<file path="src/rtl/serial_pkg.sv">
// Shared definitions for the serial front end and the downstream 101 detector.
//   WIDTH_DEFAULT : default word width, also reused by the detector testbench
//   state_e       : serializer FSM states
package serial_pkg;
    localparam int WIDTH_DEFAULT = 8;

    typedef enum logic [0:0] {
        S_IDLE  = 1'b0,
        S_SHIFT = 1'b1
    } state_e;
endpackage

</file>
<file path="src/rtl/bit_serializer_hold_reg.sv">
// hold_reg: one-entry word buffer sitting in front of the shifter.
//   clk, reset : clock, asynchronous active-low reset
//   wr, d      : capture d and mark full
//   rd         : release the stored word (marks empty)
//   full, q    : occupancy flag and stored word
module hold_reg
    import serial_pkg::*;
#(
    parameter int WIDTH = WIDTH_DEFAULT
) (
    input  logic             clk,
    input  logic             reset,
    input  logic             wr,
    input  logic             rd,
    input  logic [WIDTH-1:0] d,
    output logic             full,
    output logic [WIDTH-1:0] q
);
    logic             full_d, full_q;
    logic [WIDTH-1:0] q_d, q_q;

    // wr and rd never coincide (wr needs empty, rd needs full); wr wins anyway.
    always_comb begin
        full_d = full_q;
        q_d    = q_q;
        if (rd) full_d = 1'b0;
        if (wr) begin
            full_d = 1'b1;
            q_d    = d;
        end
    end

    always_ff @(posedge clk or negedge reset) begin
        if (!reset) begin
            full_q <= 1'b0;
            q_q    <= '0;
        end else begin
            full_q <= full_d;
            q_q    <= q_d;
        end
    end

    assign full = full_q;
    assign q    = q_q;
endmodule

</file>
<file path="src/rtl/bit_serializer.sv">
// bit_serializer: parallel-to-serial front end for the 101 sequence detector.
//   clk, reset          : clock, asynchronous active-low reset
//   din, din_valid      : parallel word handshake input
//   din_ready           : high while the holding register is empty
//   out, out_valid      : serial bit (registered) and its qualifier
//   busy                : shifting or holding a word
// A word accepted while idle goes straight into the shifter; a word accepted
// while shifting waits in hold_reg and is loaded on the last-bit edge, so
// consecutive words stream without gaps.
module bit_serializer
    import serial_pkg::*;
#(
    parameter int WIDTH     = WIDTH_DEFAULT,
    parameter int MSB_FIRST = 1
) (
    input  logic             clk,
    input  logic             reset,
    input  logic [WIDTH-1:0] din,
    input  logic             din_valid,
    output logic             din_ready,
    output logic             out,
    output logic             out_valid,
    output logic             busy
);
    localparam int             CW      = $clog2(WIDTH);
    localparam logic [CW-1:0]  CNT_MAX = CW'(WIDTH - 1);

    state_e           state_d, state_q;
    logic [CW-1:0]    cnt_d, cnt_q;
    logic [WIDTH-1:0] sh_d, sh_q;
    logic [WIDTH-1:0] sh_nxt;
    logic [WIDTH-1:0] hold_q;
    logic             hold_full, hold_wr, hold_rd;
    logic             accept;

    hold_reg #(.WIDTH(WIDTH)) u_hold (
        .clk   (clk),
        .reset (reset),
        .wr    (hold_wr),
        .rd    (hold_rd),
        .d     (din),
        .full  (hold_full),
        .q     (hold_q)
    );

    // Zeros are shifted in behind the data, and the shifter is cleared on the
    // way back to idle, so the line rests at 0 straight from the flop.
    generate
        if (MSB_FIRST != 0) begin : g_msb
            assign sh_nxt = {sh_q[WIDTH-2:0], 1'b0};
            assign out    = sh_q[WIDTH-1];
        end else begin : g_lsb
            assign sh_nxt = {1'b0, sh_q[WIDTH-1:1]};
            assign out    = sh_q[0];
        end
    endgenerate

    assign din_ready = ~hold_full;
    assign accept    = din_valid & ~hold_full;
    assign out_valid = (state_q == S_SHIFT);
    assign busy      = (state_q == S_SHIFT) | hold_full;

    always_comb begin
        state_d = state_q;
        cnt_d   = cnt_q;
        sh_d    = sh_q;
        hold_wr = 1'b0;
        hold_rd = 1'b0;
        case (state_q)
            S_IDLE: begin
                if (accept) begin
                    sh_d    = din;
                    cnt_d   = CNT_MAX;
                    state_d = S_SHIFT;
                end
            end
            S_SHIFT: begin
                if (cnt_q != '0) begin
                    sh_d    = sh_nxt;
                    cnt_d   = cnt_q - CW'(1);
                    hold_wr = accept;
                end else if (hold_full) begin
                    // ready is low here, so no new word can race the held one
                    sh_d    = hold_q;
                    hold_rd = 1'b1;
                    cnt_d   = CNT_MAX;
                end else if (accept) begin
                    sh_d    = din;
                    cnt_d   = CNT_MAX;
                end else begin
                    sh_d    = '0;
                    state_d = S_IDLE;
                end
            end
            default: begin
                sh_d    = '0;
                cnt_d   = '0;
                state_d = S_IDLE;
            end
        endcase
    end

    always_ff @(posedge clk or negedge reset) begin
        if (!reset) begin
            state_q <= S_IDLE;
            cnt_q   <= '0;
            sh_q    <= '0;
        end else begin
            state_q <= state_d;
            cnt_q   <= cnt_d;
            sh_q    <= sh_d;
        end
    end
endmodule

</file>
<file path="config.mk">
export PLATFORM = sky130hd
export DESIGN_NAME = bit_serializer
export DESIGN_NICKNAME = d
export VERILOG_FILES = /design/src/rtl/serial_pkg.sv /design/src/rtl/bit_serializer_hold_reg.sv /design/src/rtl/bit_serializer.sv
export SDC_FILE = /design/constraint.sdc
export NUM_CORES = 1
export LEC_CHECK = 0
export CORE_ASPECT_RATIO = 1.5
export CORE_MARGIN = 2
export CORE_UTILIZATION = 47
export DETAILED_ROUTE_END_ITERATION = 8
export PLACE_DENSITY = 0.78
export SLEW_MARGIN = 40
export SYNTH_ARGS = -nofsm -noshare
export SYNTH_HDL_FRONTEND = slang
export SYNTH_SLANG_ARGS = --single-unit
</file>
<file path="constraint.sdc">
create_clock -name clk -period 1.42 [get_ports clk]
set_input_delay 0.284 -clock clk [delete_from_list [all_inputs] [get_ports clk]]
set_output_delay 0.284 -clock clk [all_outputs]
set_load 0.02 [all_outputs]
</file>
=== Word-level counts from Yosys, hierarchy flattened ===
Index checks and enable logic that the tools add are counted.

* Register bits after elaboration: 21
* Input port bits: 11
* Output and inout port bits: 4

* Add/sub/neg operators: 1
* Eq/ne operators: 1
* Muxes and demuxes: 20
* Bitwise logic cells: 4
* Reductions and logical operators: 2

{| class="wikitable"
|+ Operators with widths
! operator !! count
|-
| two-way mux 8 bit || 4
|-
| case mux 8 bit (2 select lines) || 1
|-
| two-way mux 1 bit || 10
|-
| two-way mux 3 bit || 3
|-
| case mux 3 bit (2 select lines) || 1
|-
| nonzero test 3 bit || 1
|-
| subtractor 3 x 1 -> 3 bit (second input constant) || 1
|-
| != test 2 bit (second input constant) || 1
|-
| inverter 1 bit || 2
|-
| case mux 1 bit (2 select lines) || 1
|-
| nonzero test 2 bit || 1
|-
| AND 1 bit || 1
|-
| OR 1 bit || 1
|}

=== Logic depth before layout (Yosys ltp) ===
* Depth in word-level cells: 6
* Gate-level depth with buffers: 5
* Depth with buffers taken out: 5

=== By module ===
From an unflattened synthesis, not the netlist that was laid out.

* Cell total of the unflattened synthesis: 109
* Area, all modules: 1246.2 µm²

{| class="wikitable"
|+ Modules (own cells, without submodules)
! module !! times used !! cells each !! area each (µm²)
|-
| bit_serializer || 1 || 89 || 877.1
|-
| hold_reg || 1 || 20 || 369.1
|}

=== Worst setup path before layout ===
Ideal clock, no wire load.

* Kind: reg-to-reg
* From: register cnt_q[0]
* To: register u_hold.q_q[0] (netlist: u_hold.q[0])
* Arrival: 1434 ps
* Required time: 1295 ps
* Path slack: -139 ps
* Stages on the path, launching flop included: 6
* Clock period less this slack: 1559 ps
* Cells stage by stage: dfrtp_1 > inv_1 > ha_1 > nor2b_2 > nor3_4 > mux2_2

* Word-level cells in the longest chain between the ends: 3

{| class="wikitable"
|+ Ends and longest elaborated chain
! what !! RTL line !! text
|-
| start: declaration || bit_serializer.sv:29 || <nowiki>logic [CW-1:0] cnt_d, cnt_q;</nowiki>
|-
| start signal: assignment || bit_serializer.sv:110 || <nowiki>cnt_q <= cnt_d;</nowiki>
|-
| nonzero test 3 bit || bit_serializer.sv:78 || <nowiki>if (cnt_q != '0) begin</nowiki>
|-
| two-way mux 1 bit || bit_serializer.sv:78 ||
|-
| two-way mux 1 bit || bit_serializer.sv:69 || <nowiki>case (state_q)</nowiki>
|-
| end signal: assignment || bit_serializer_hold_reg.sv:39 || <nowiki>q_q <= q_d;</nowiki>
|-
| end: declaration || bit_serializer_hold_reg.sv:20 || <nowiki>logic [WIDTH-1:0] q_d, q_q;</nowiki>
|}

No other way between the ends.
A chain may end at the register's enable or synchronous reset.

=== Worst setup path after layout ===
* From: register cnt_q[1]
* To: register u_hold.q_q[0] (netlist: u_hold.q[0])

Same word-level chain as after synthesis.

==> impl_metrics.yaml <==
status:
  run_status: "complete, but fails checks"
  violations: "setup timing"
floorplanning:
  fp.coreArea_sq_mm: 0.00205
  die-area_sq_mm: 0.00258
  die_width_um: 42.2
  ios: 15
  die_height_um: 61.2
  start_util_pct: 50.0
  std_cell_rows: 20
placed_design:
  placed_cells: 135
  port_buffers: 14
  gp_congestion: 0.811
  dp_hpwl_um: 1700
sta:
  rsz0062_at_grt: "yes"
  hold_viol: 0
  relSlewSlack_pct: 66.6
  setup_viol: 8
  fin_crit_sh_pct: 104
  period_minus_slack_ps: 1470
  fmax_mhz: 678
  layout_setup_ws_ps: -54.9
  slew_viol_final: 0
  worst_pin_slew_ps: 499
  fin_skew_ps: 5.10
synth:
  netlist.area_leader.share_pct: 51.2
  yosysSeqAreaShare_pct: 51.2
  async_flop_share_pct: 100
  synth_edf_count: 0
  yosysWarnings: 0
  synthFlopType: "dfrtp_1"
  synth_seq_cells: 21
  ys_types: 25
  syn_area_sq_mm: 0.00103
  synth_fp_nets: 97
  synth_largest_area_cell: "dfrtp_1"
  yosys-top-cells-area: "dfrtp_1, mux2_2, a221o_1, a32o_1, and3_1"
  netlist_instances: 84
  synth.avg_cell_area_sq_um: 12.2
drt:
  ant_nets: 0
  drc: 0
  via_per_inst: 5.86
  drtPass1Iterations: 4
  totalWireLength_um: 2400
  wl_per_cell_um: 16.8
  num_vias: 838
  first_iter_violations: 28
cells_and_area:
  drive_gt1_share_pct: 38.8
  final_nets: 135
  final.fill_count: 156
  area_delta_synth_final_pct: 39.3
  antenna_cells: 0
  final_util_pct: 69.6
  fin_cells: 143
  final_common_cell: "buf_4"
  mostFrequentLayoutCells: "buf_4, dfrtp_1, clkdlybuf4s50_1, mux2_4"
min_path:
  min_path_type: "in -> async"
global_route:
  antenna_found_initial: 0
  overflow: 0
  grt_pass1_vias: 895
  grt_pass1_wl_um: 3950
  grt_max_degree: 22
  gr-usage-all-layers_pct: 21.2
clocking:
  cts.path.max_buffers: 2
  clk_latency_ps: 310
  clk_pin_slew_ps: 120
  h-tree-depth: 1
  cts-root-buf: "clkbuf_4"
  clkSinkCount: 21
  numCtsBuffers: 3
  cts_tree: "built"
critical_path:
  crit_fanout: 4
  setup.worst_path.start_class: "flip-flop"
  worstSetupPathType: "reg -> reg"
  crit_arrival_ps: 1680
  required_ps: 1620
  endpoint_kind: "flip-flop"
pwr:
  leakage_nw: 0.693
  total_power_mw: 2.65
  max-vdd-ir-drop_uv: 824
  p_per_area_mw_per_mm2: 1860
job:
  max-cap-violations: 0
## sequential cells by signal (all words and copies together), names as in the netlist
name / flops
sh_q: 8
u_hold.full: 1
u_hold.q: 8
out_valid: 1
cnt_q: 3
## stage by stage
stage | hold slack, ps | area (sq um) | setup TNS, ps | setup slack (ps)
finish | 308 | 1430 | -375 | -54.9
detailed placement | 494 | 1320 | -4540 | -294
CTS | 306 | 1430 | -402 | -48.6
global route | 331 | 1430 | -779 | -95.3
floorplan | -11.6 | 1040 | -233 | -33.3
global placement | 474 | 1320 | -4360 | -279
## repair_timing
item / 4_1_cts / 5_1_grt
resized for setup: 21 / 4
endpoints found under the setup margin: 20 / 15
buffers inserted: 4 / 0
hold buffers: 0 / 0
## cell families after synthesis
logic type	Yosys count	synth area share, %
mux	11	11.8
fa+ha+maj	2	2.44
compound gates	22	18.9
simple gates	19	11.3
flops	21	51.2
buf+inv	9	4.27
## worst paths after layout
check                               from     endpoint  slack (ps)  depth (start not counted)
worst max register to register  cnt_q[1]  u_hold.q[0]         -50                          6
max in group asynchronous          reset    out_valid         880                          2
worst min register to register   sh_q[7]      sh_q[7]         530                          1
min in group clk                 sh_q[7]      sh_q[7]         530                          1
worst min-delay path               reset  u_hold.full         310                          2
worst max-delay path            cnt_q[1]  u_hold.q[0]         -50                          6
## worst max-delay path, stage by stage (launching register included)
cell     delay, ps
dfrtp_1        390
inv_2           60
ha_4           170
nor2b_4        140
nor3_4         160
buf_6          160
mux2_4         300
## Yosys cell counts, types with 2 or more instances
library cell,instances
and3_1,7
dfrtp_1,21
inv_1,5
mux2i_1,2
a221o_1,7
mux2_2,9
a22oi_1,2
buf_2,2
nand2_1,4
o22ai_1,2
ha_1,2
nand2b_1,2
a32o_1,7
## layout make-up
cell class,count,area [sq um],area share (%)
Inverter,5,18.8,1.31
Clock inverter,1,5.00,0.350
Sequential cell,21,527,36.9
Clock buffer,3,22.5,1.58
Tap cell,22,27.5,1.93
Multi-Input combinational cell,54,520,36.4
Timing Repair Buffer,37,308,21.5
## report_power, final
part           leakage [nW]  internal (mW)  switching, mW
Combinational         0.424          0.840          0.538
Clock                0.0177          0.105          0.183
Sequential            0.252          0.838          0.150
## per-layer routing
metal	share of wire [%]	GRT usage (%)	up-vias
met5	0	0	-
met4	4.0	17.0	0
met3	3.2	3.23	10
met2	52	37.5	23
met1	40	22.9	408
li1	-	-	397
(Power assumes the default switching activity.)
